===== src/rtl/mem_arbiter.sv =====
// Two-requester (fetch/data) arbiter in front of a single fixed-latency memory port.
// Optional MEM_ARB_RR_EN replaces fixed data priority with last-granted round-robin on ties.
module mem_arbiter #(
  parameter int unsigned LATENCY = 1
) (
  input  logic        clock,
  input  logic        reset,
  input  logic        if_req,
  input  logic [31:0] if_addr,
  output logic        if_gnt,
  output logic        if_valid,
  output logic [31:0] if_rdata,
  input  logic        d_req,
  input  logic        d_we,
  input  logic [31:0] d_addr,
  input  logic [31:0] d_wdata,
  output logic        d_gnt,
  output logic        d_valid,
  output logic [31:0] d_rdata,
  output logic        mem_enable,
  output logic        mem_read_write,
  output logic [31:0] mem_address,
  output logic [31:0] mem_data_in,
  input  logic [31:0] mem_data_out
);

  typedef enum logic [1:0] {StIdle, StBusy, StDone} state_e;

  state_e      r_state;
  logic [2:0]  r_cnt;
  logic        r_sel_d;
  logic        r_if_gnt, r_if_valid, r_d_gnt, r_d_valid;
  logic [31:0] r_if_rdata, r_d_rdata;
  logic        r_mem_en, r_mem_rw;
  logic [31:0] r_mem_addr, r_mem_wdata;

  logic w_any;
  logic w_pick_d;
  logic w_sample;

  assign w_any    = if_req | d_req;
  assign w_sample = (r_state != StBusy);

`ifdef MEM_ARB_RR_EN
  // Cleared on reset so the first tie after reset goes to data.
  logic r_last_d;

  always_ff @(posedge clock or posedge reset) begin
    if (reset) begin
      r_last_d <= 1'b0;
    end else if (w_sample && w_any) begin
      r_last_d <= w_pick_d;
    end
  end

  assign w_pick_d = d_req & ~(if_req & r_last_d);
`else
  assign w_pick_d = d_req;
`endif

  always_ff @(posedge clock or posedge reset) begin
    if (reset) begin
      r_state     <= StIdle;
      r_cnt       <= 3'd0;
      r_sel_d     <= 1'b0;
      r_if_gnt    <= 1'b0;
      r_if_valid  <= 1'b0;
      r_d_gnt     <= 1'b0;
      r_d_valid   <= 1'b0;
      r_if_rdata  <= 32'd0;
      r_d_rdata   <= 32'd0;
      r_mem_en    <= 1'b0;
      r_mem_rw    <= 1'b0;
      r_mem_addr  <= 32'd0;
      r_mem_wdata <= 32'd0;
    end else begin
      r_if_gnt   <= 1'b0;
      r_d_gnt    <= 1'b0;
      r_if_valid <= 1'b0;
      r_d_valid  <= 1'b0;
      unique case (r_state)
        StIdle, StDone: begin
          if (w_any) begin
            r_state     <= StBusy;
            r_cnt       <= 3'(LATENCY);
            r_sel_d     <= w_pick_d;
            r_d_gnt     <= w_pick_d;
            r_if_gnt    <= ~w_pick_d;
            r_mem_en    <= 1'b1;
            r_mem_rw    <= w_pick_d & d_we;
            r_mem_addr  <= w_pick_d ? d_addr : if_addr;
            r_mem_wdata <= w_pick_d ? d_wdata : 32'd0;
          end else begin
            r_state <= StIdle;
          end
        end
        StBusy: begin
          r_cnt <= r_cnt - 3'd1;
          if (r_cnt == 3'd1) begin
            r_state     <= StDone;
            r_mem_en    <= 1'b0;
            r_mem_rw    <= 1'b0;
            r_mem_addr  <= 32'd0;
            r_mem_wdata <= 32'd0;
            if (r_sel_d) begin
              r_d_valid <= 1'b1;
              r_d_rdata <= r_mem_rw ? 32'd0 : mem_data_out;
            end else begin
              r_if_valid <= 1'b1;
              r_if_rdata <= mem_data_out;
            end
          end
        end
        default: r_state <= StIdle;
      endcase
    end
  end

  assign if_gnt         = r_if_gnt;
  assign if_valid       = r_if_valid;
  assign if_rdata       = r_if_rdata;
  assign d_gnt          = r_d_gnt;
  assign d_valid        = r_d_valid;
  assign d_rdata        = r_d_rdata;
  assign mem_enable     = r_mem_en;
  assign mem_read_write = r_mem_rw;
  assign mem_address    = r_mem_addr;
  assign mem_data_in    = r_mem_wdata;

endmodule


===== config.mk =====
export PLATFORM = sky130hd
export DESIGN_NAME = mem_arbiter
export DESIGN_NICKNAME = d
export VERILOG_FILES = /design/src/rtl/mem_arbiter.sv
export SDC_FILE = /design/constraint.sdc
export NUM_CORES = 1
export LEC_CHECK = 0
export CORE_MARGIN = 2
export CORE_UTILIZATION = 46
export DETAILED_ROUTE_END_ITERATION = 16
export PLACE_DENSITY = 0.86
export RECOVER_POWER = 25
export SYNTH_ARGS = -nofsm -noshare
export SYNTH_HDL_FRONTEND = slang
export SYNTH_SLANG_ARGS = --single-unit

===== constraint.sdc =====
create_clock -name clock -period 14 [get_ports clock]
set_input_delay 2.8 -clock clock [delete_from_list [all_inputs] [get_ports clock]]
set_output_delay 2.8 -clock clock [all_outputs]
set_load 0.01 [all_outputs]

# After elaboration in Yosys (flattened, before gate mapping)
# Index checks and enable logic that the tools add are counted.
dict set report classes {
  bitwise_logic 4
  n_addsub 1
  n_mux 28
  n_reduce_logical 8
  n_eq_ne 5
}
# op n
set ops {}
lappend ops {{2-to-1 mux 32 bit} 6}
lappend ops {{one-hot mux 32 bit (2 select lines)} 2}
lappend ops {{2-to-1 mux 1 bit} 14}
lappend ops {{AND reduction 3 bit} 3}
lappend ops {{one-hot mux 3 bit (2 select lines)} 1}
lappend ops {{inequality test 2 bit, second input constant} 2}
lappend ops {{one-hot mux 1 bit (2 select lines)} 2}
lappend ops {{one-hot mux 2 bit (2 select lines)} 1}
lappend ops {{AND reduction 2 bit} 2}
lappend ops {{equality test 3 x 1 -> 1 bit, second input constant} 1}
lappend ops {{2-to-1 mux 3 bit} 1}
lappend ops {{subtractor 3 x 1 -> 3 bit, second input constant} 1}
lappend ops {{equality test 2 x 1 -> 1 bit, second input constant} 1}
lappend ops {{equality test 2 bit, second input constant} 1}
lappend ops {{zero test 2 bit} 1}
lappend ops {{2-to-1 mux 2 bit} 1}
lappend ops {{inverter 1 bit} 2}
lappend ops {{nonzero test 2 bit} 1}
lappend ops {{OR reduction 2 bit} 1}
lappend ops {{AND 1 bit} 1}
lappend ops {{OR 1 bit} 1}
dict set report totals {
  output_inout_bits 134
  regBits 140
  wordCells 59
  input_bits 133
}

# Logic depth before layout (Yosys ltp)
dict set report logic_depth {
  word_depth 4
  ltp_mapped 7
  mapped_depth_nobuf 5
}

# Worst setup path before layout
# Ideal clock, no wire load.
dict set report synth_path {
  path_type {input port to flip-flop}
  startpoint {input if_req}
  endpoint {register r_mem_addr[10] (netlist: mem_address[10])}
  t_arrival_ns 3.720
  setup_ns 0.138
  path_buffers 2
  t_required_ns 13.862
  path_stages 5
  slack_ns 10.142
  cell_sequence {buf_2 > buf_2 > mux2_2 > mux2i_1 > o22ai_1}
}
dict set report synth_between {
  elab_chain_len 3
}
# element line
set synth_rtl {}
lappend synth_rtl {{start: declaration} 8} ;# input logic if_req,
lappend synth_rtl {{OR 1 bit} 41} ;# assign w_any = if_req | d_req;
lappend synth_rtl {{inequality test 2 bit (no source line)} n/a}
lappend synth_rtl {{AND reduction 3 bit (no source line)} n/a}
lappend synth_rtl {{end signal: assignment} 91} ;# r_mem_addr <= w_pick_d ? d_addr : if_addr;
lappend synth_rtl {{end: declaration} 35} ;# logic [31:0] r_mem_addr, r_mem_wdata;
# Every way passes these cells.
# A chain may end at the register's enable or synchronous reset.

==> metrics.log <==
INFO  metric cts_resized = 0
INFO  metric die_area = 14,570 um^2
INFO  metric fp.dieH = 120.7 um
INFO  metric timing.critical_path.max_delay_family = buffers and inverters
INFO  metric finish.utilization = 70.76%
INFO  metric worst_ep_required_time = 14,420 ps
INFO  metric power.density = 223.8 nW/um^2
INFO  metric floorplan.initialDensity = 47.12%
INFO  metric netlist_top_cells_count = 140 x sky130_fd_sc_hd__dfrtp_1, 67 x sky130_fd_sc_hd__mux2_2, 37 x sky130_fd_sc_hd__inv_1
INFO  metric final_nets = 856
INFO  metric hold_path_class = reg2reg
INFO  metric count_of_maximum_capacitance_violations = 3
INFO  metric synth_seq_area_share = 55.92%
INFO  metric clock_sink_count = 140
INFO  metric detail_route.first_pass.iterations = 4
INFO  metric post_cts_hold_buffer_count = 0
INFO  metric finalSetupViolations = 0
INFO  metric fp.dieW = 120.7 um
INFO  metric drt_iter0_drc = 210
INFO  metric top_level_ports = 267
INFO  metric worst_setup_hold_path_clk_slew = 60 ps
INFO  metric fin_crit_sh = 39.99%
INFO  metric synth_edf_count = 0
INFO  metric number_of_instances_in_the_synthesized_netlist = 462
INFO  metric timing.critical_path.slowest_stage_cell = sky130_fd_sc_hd__clkinvlp_2
INFO  metric clk-insertion-delay-late = 410 ps
INFO  metric yosysUniqueCellTypes = 27
INFO  metric failed_checks = capacitance limit, slew limit
INFO  metric worst_slew_margin_rel = -95.90%
INFO  metric highest_cell_delay_on_the_worst_timing_path = 1670 ps
INFO  metric crit_chain = dlygate4sd3_1, clkinvlp_2, buf_4
INFO  metric n_antenna_cell = 0
INFO  metric worstSetupPathType = in2async
INFO  metric p_total = 0.002106 W
INFO  metric detail_route.wirelength = 15,950 um
INFO  metric synthesis.area_per_instance = 13.56 um^2
INFO  metric overflow = 0
INFO  metric ir_worst_vdd = 0.1168 mV
INFO  metric clock_buffer_count_from_cts = 17
INFO  metric wl_per_cell = 17.54 um
INFO  metric ys.warnings.count = 0
INFO  metric post-route-drc-count = 0
INFO  metric worst_setup_path_end_kind = asynchronous set/reset pin
INFO  metric netlist_top_cells_area = sky130_fd_sc_hd__dfrtp_1 56%, sky130_fd_sc_hd__mux2_2 12%, sky130_fd_sc_hd__mux2_4 7.0%
INFO  metric netlist.top_cell.by_area = sky130_fd_sc_hd__dfrtp_1
INFO  metric htree_levels = 4
INFO  metric antenna_found_initial = 0
INFO  metric path_buf_inv = 3
INFO  metric post_cts_buffers = 0
INFO  metric worst-slew-pin-transition = 2923 ps
INFO  metric number_of_pins_with_negative_max_slew_slack_in_the_final_report = 147
INFO  metric mappedNetlistNets = 597
INFO  metric cellLeakagePower = 4.124 nW
INFO  metric routed-via-count = 4,615
INFO  metric yosys.area.top_type_share = 55.92%
INFO  metric coreArea = 13,300 um^2
INFO  metric layout-area-overhead-vs-synth = 50.17%
INFO  metric syn_area = 6265 um^2
INFO  metric grt_start_max_net_pins = 74
INFO  metric hold_viol = 0
INFO  metric max_clock_freq = 178.6 MHz
INFO  metric ys_ff_latch = 140
INFO  metric layout.filler_cells = 942
INFO  metric layout_min_cycle_time = 5599 ps
INFO  metric place.port_buffers = 266
INFO  metric critPathMaxFanout = 73
INFO  metric grt.total_usage = 22.40%
INFO  metric yosys.cell_count.top_type = sky130_fd_sc_hd__dfrtp_1
INFO  metric cts_tree = done
INFO  metric layout-drive-gt1-share = 15.01%
INFO  metric rsz_0062_raised_after_global_routing = no
INFO  metric antenna_violating_nets_post_route = 0
INFO  metric drt-vias-per-instance = 5.077
INFO  metric synth_top_flop_cell = sky130_fd_sc_hd__dfrtp_1
INFO  metric grt_first_pass_wirelength = 25,410 um
INFO  metric clock_path_buffers = 2
INFO  metric finalSetupTns = 0 ps
INFO  metric dp_hpwl = 11,330 um
INFO  metric globalplace.congestion = 0.7621
INFO  metric crit_arrival = 6020 ps
INFO  metric fin_worst_skew = 7.514 ps
INFO  metric outcome = complete, but fails checks
INFO  metric vias_in_the_first_global_route = 4,963
INFO  metric floorplan.rows = 42
INFO  metric synthArstFlopShare = 100.0%
INFO  metric cts-root-buf = sky130_fd_sc_hd__clkbuf_16
INFO  metric cp-start-kind = input port
==> metal layers <==
layer | share of wire (%) | track usage [%]
met5 | 0 | 0
met4 | 2.1 | 8.503
met3 | 5.7 | 5.047
met2 | 52 | 38.84
met1 | 40 | 27.21
==> cells by family after synthesis <==
family	share of synthesized area, %
adders and majority gates	0.3994
buffers and inverters	5.652
AOI/OAI and AO/OA	8.688
xor gates and xnor gates	0.1398
DFF	55.92
and+or+nand+nor	4.773
muxes	24.43
==> registers in the layout, summed over array words and instances, names as in the netlist <==
register        flops
r_cnt               3
d_valid             1
d_rdata            32
d_gnt               1
r_state             2
if_valid            1
mem_read_write      1
r_sel_d             1
if_rdata           32
mem_enable          1
mem_data_in        32
mem_address        32
if_gnt              1
==> power breakdown <==
| group | leakage (nW) | internal (W) | switching (W) | total [W] |
|---|---|---|---|---|
| Clock | 0.268 | 0.000251 | 0.000160 | 0.000411 |
| Sequential | 1.74 | 0.000605 | 0.000129 | 0.000734 |
| Combinational | 2.11 | 0.000558 | 0.000402 | 0.000961 |
==> layout make-up <==
cell class              instances  area, um^2  share of cell area [%]
well taps                     176       220.2                   2.341
flip-flops and latches        140        3503                   37.24
inverters                      37       140.1                   1.490
multi-input cells             253        2297                   24.42
clock inverters                11       95.09                   1.011
clock buffers                  20       456.7                   4.854
repair buffers                272        2695                   28.65
==> worst paths after layout <==
| path | to | slack, ps | startpoint | cells after the start |
|---|---|---|---|---|
| worst max-delay path | if_rdata[7]$_DFFE_PP0P_ | 8400 | reset | 3 |
| worst min-delay path | if_rdata[5]$_DFFE_PP0P_ | 490 | if_rdata[5]$_DFFE_PP0P_ | 1 |
| worst max register to register | if_rdata[20]$_DFFE_PP0P_ | 9680 | r_state[0]$_DFFE_PP0P_ | 5 |
| worst min register to register | if_rdata[5]$_DFFE_PP0P_ | 490 | if_rdata[5]$_DFFE_PP0P_ | 1 |
| max in group clock | mem_data_in[10]$_DFFE_PP0P_ | 9360 | if_req | 5 |
| min in group asynchronous | mem_data_in[29]$_DFFE_PP0P_ | 3700 | reset | 2 |
==> layout by cell type, fill, tap and decap left out, drive strengths merged <==
cell type      Yosys  layout
ha                 2       2
clkdlybuf4s50      0     264
dfrtp            140     140
and4bb             1       1
dlygate4sd3        0       1
nor2               4       4
buf               20       5
o21ai              2       2
bufinv             0       1
mux2i             34      34
nand2              4       4
nand2b             2       2
a22o              33      33
a21oi              1       1
inv               37      37
o311ai             1       1
mux2              96      96
o21ba              1       1
and2b              2       2
clkinv             0       6
xnor2              1       1
clkbuf            12      22
a21o               2       2
o22ai             33      33
clkinvlp           0       4
nor2b             34      34
==> through the flow <==
| stage | cell area, um^2 | worst slack [ps] | instances | hold WS (ps) |
|---|---|---|---|---|
| final | 9408 | 8401 | 909 | 487.7 |
| after global routing | 9408 | 7718 | 909 | 505.6 |
| after CTS | 9538 | 9338 | 909 | 504.8 |
| after detailed placement | 8986 | 8918 | 878 | 484.1 |
| after global placement | 8986 | 9068 | 878 | 484.0 |
| after floorplan | 6265 | 7447 | 462 | 516.6 |
==> worst register-to-register path, cell delays in order, from the launching register on <==
cell and delay (ps):
sky130_fd_sc_hd__dfrtp_1 320, sky130_fd_sc_hd__clkbuf_1 1300, sky130_fd_sc_hd__and4bb_1 490, sky130_fd_sc_hd__nor2b_1 170, sky130_fd_sc_hd__clkbuf_1 1450, sky130_fd_sc_hd__mux2_2 480
Power figures use the tool's default switching activity.
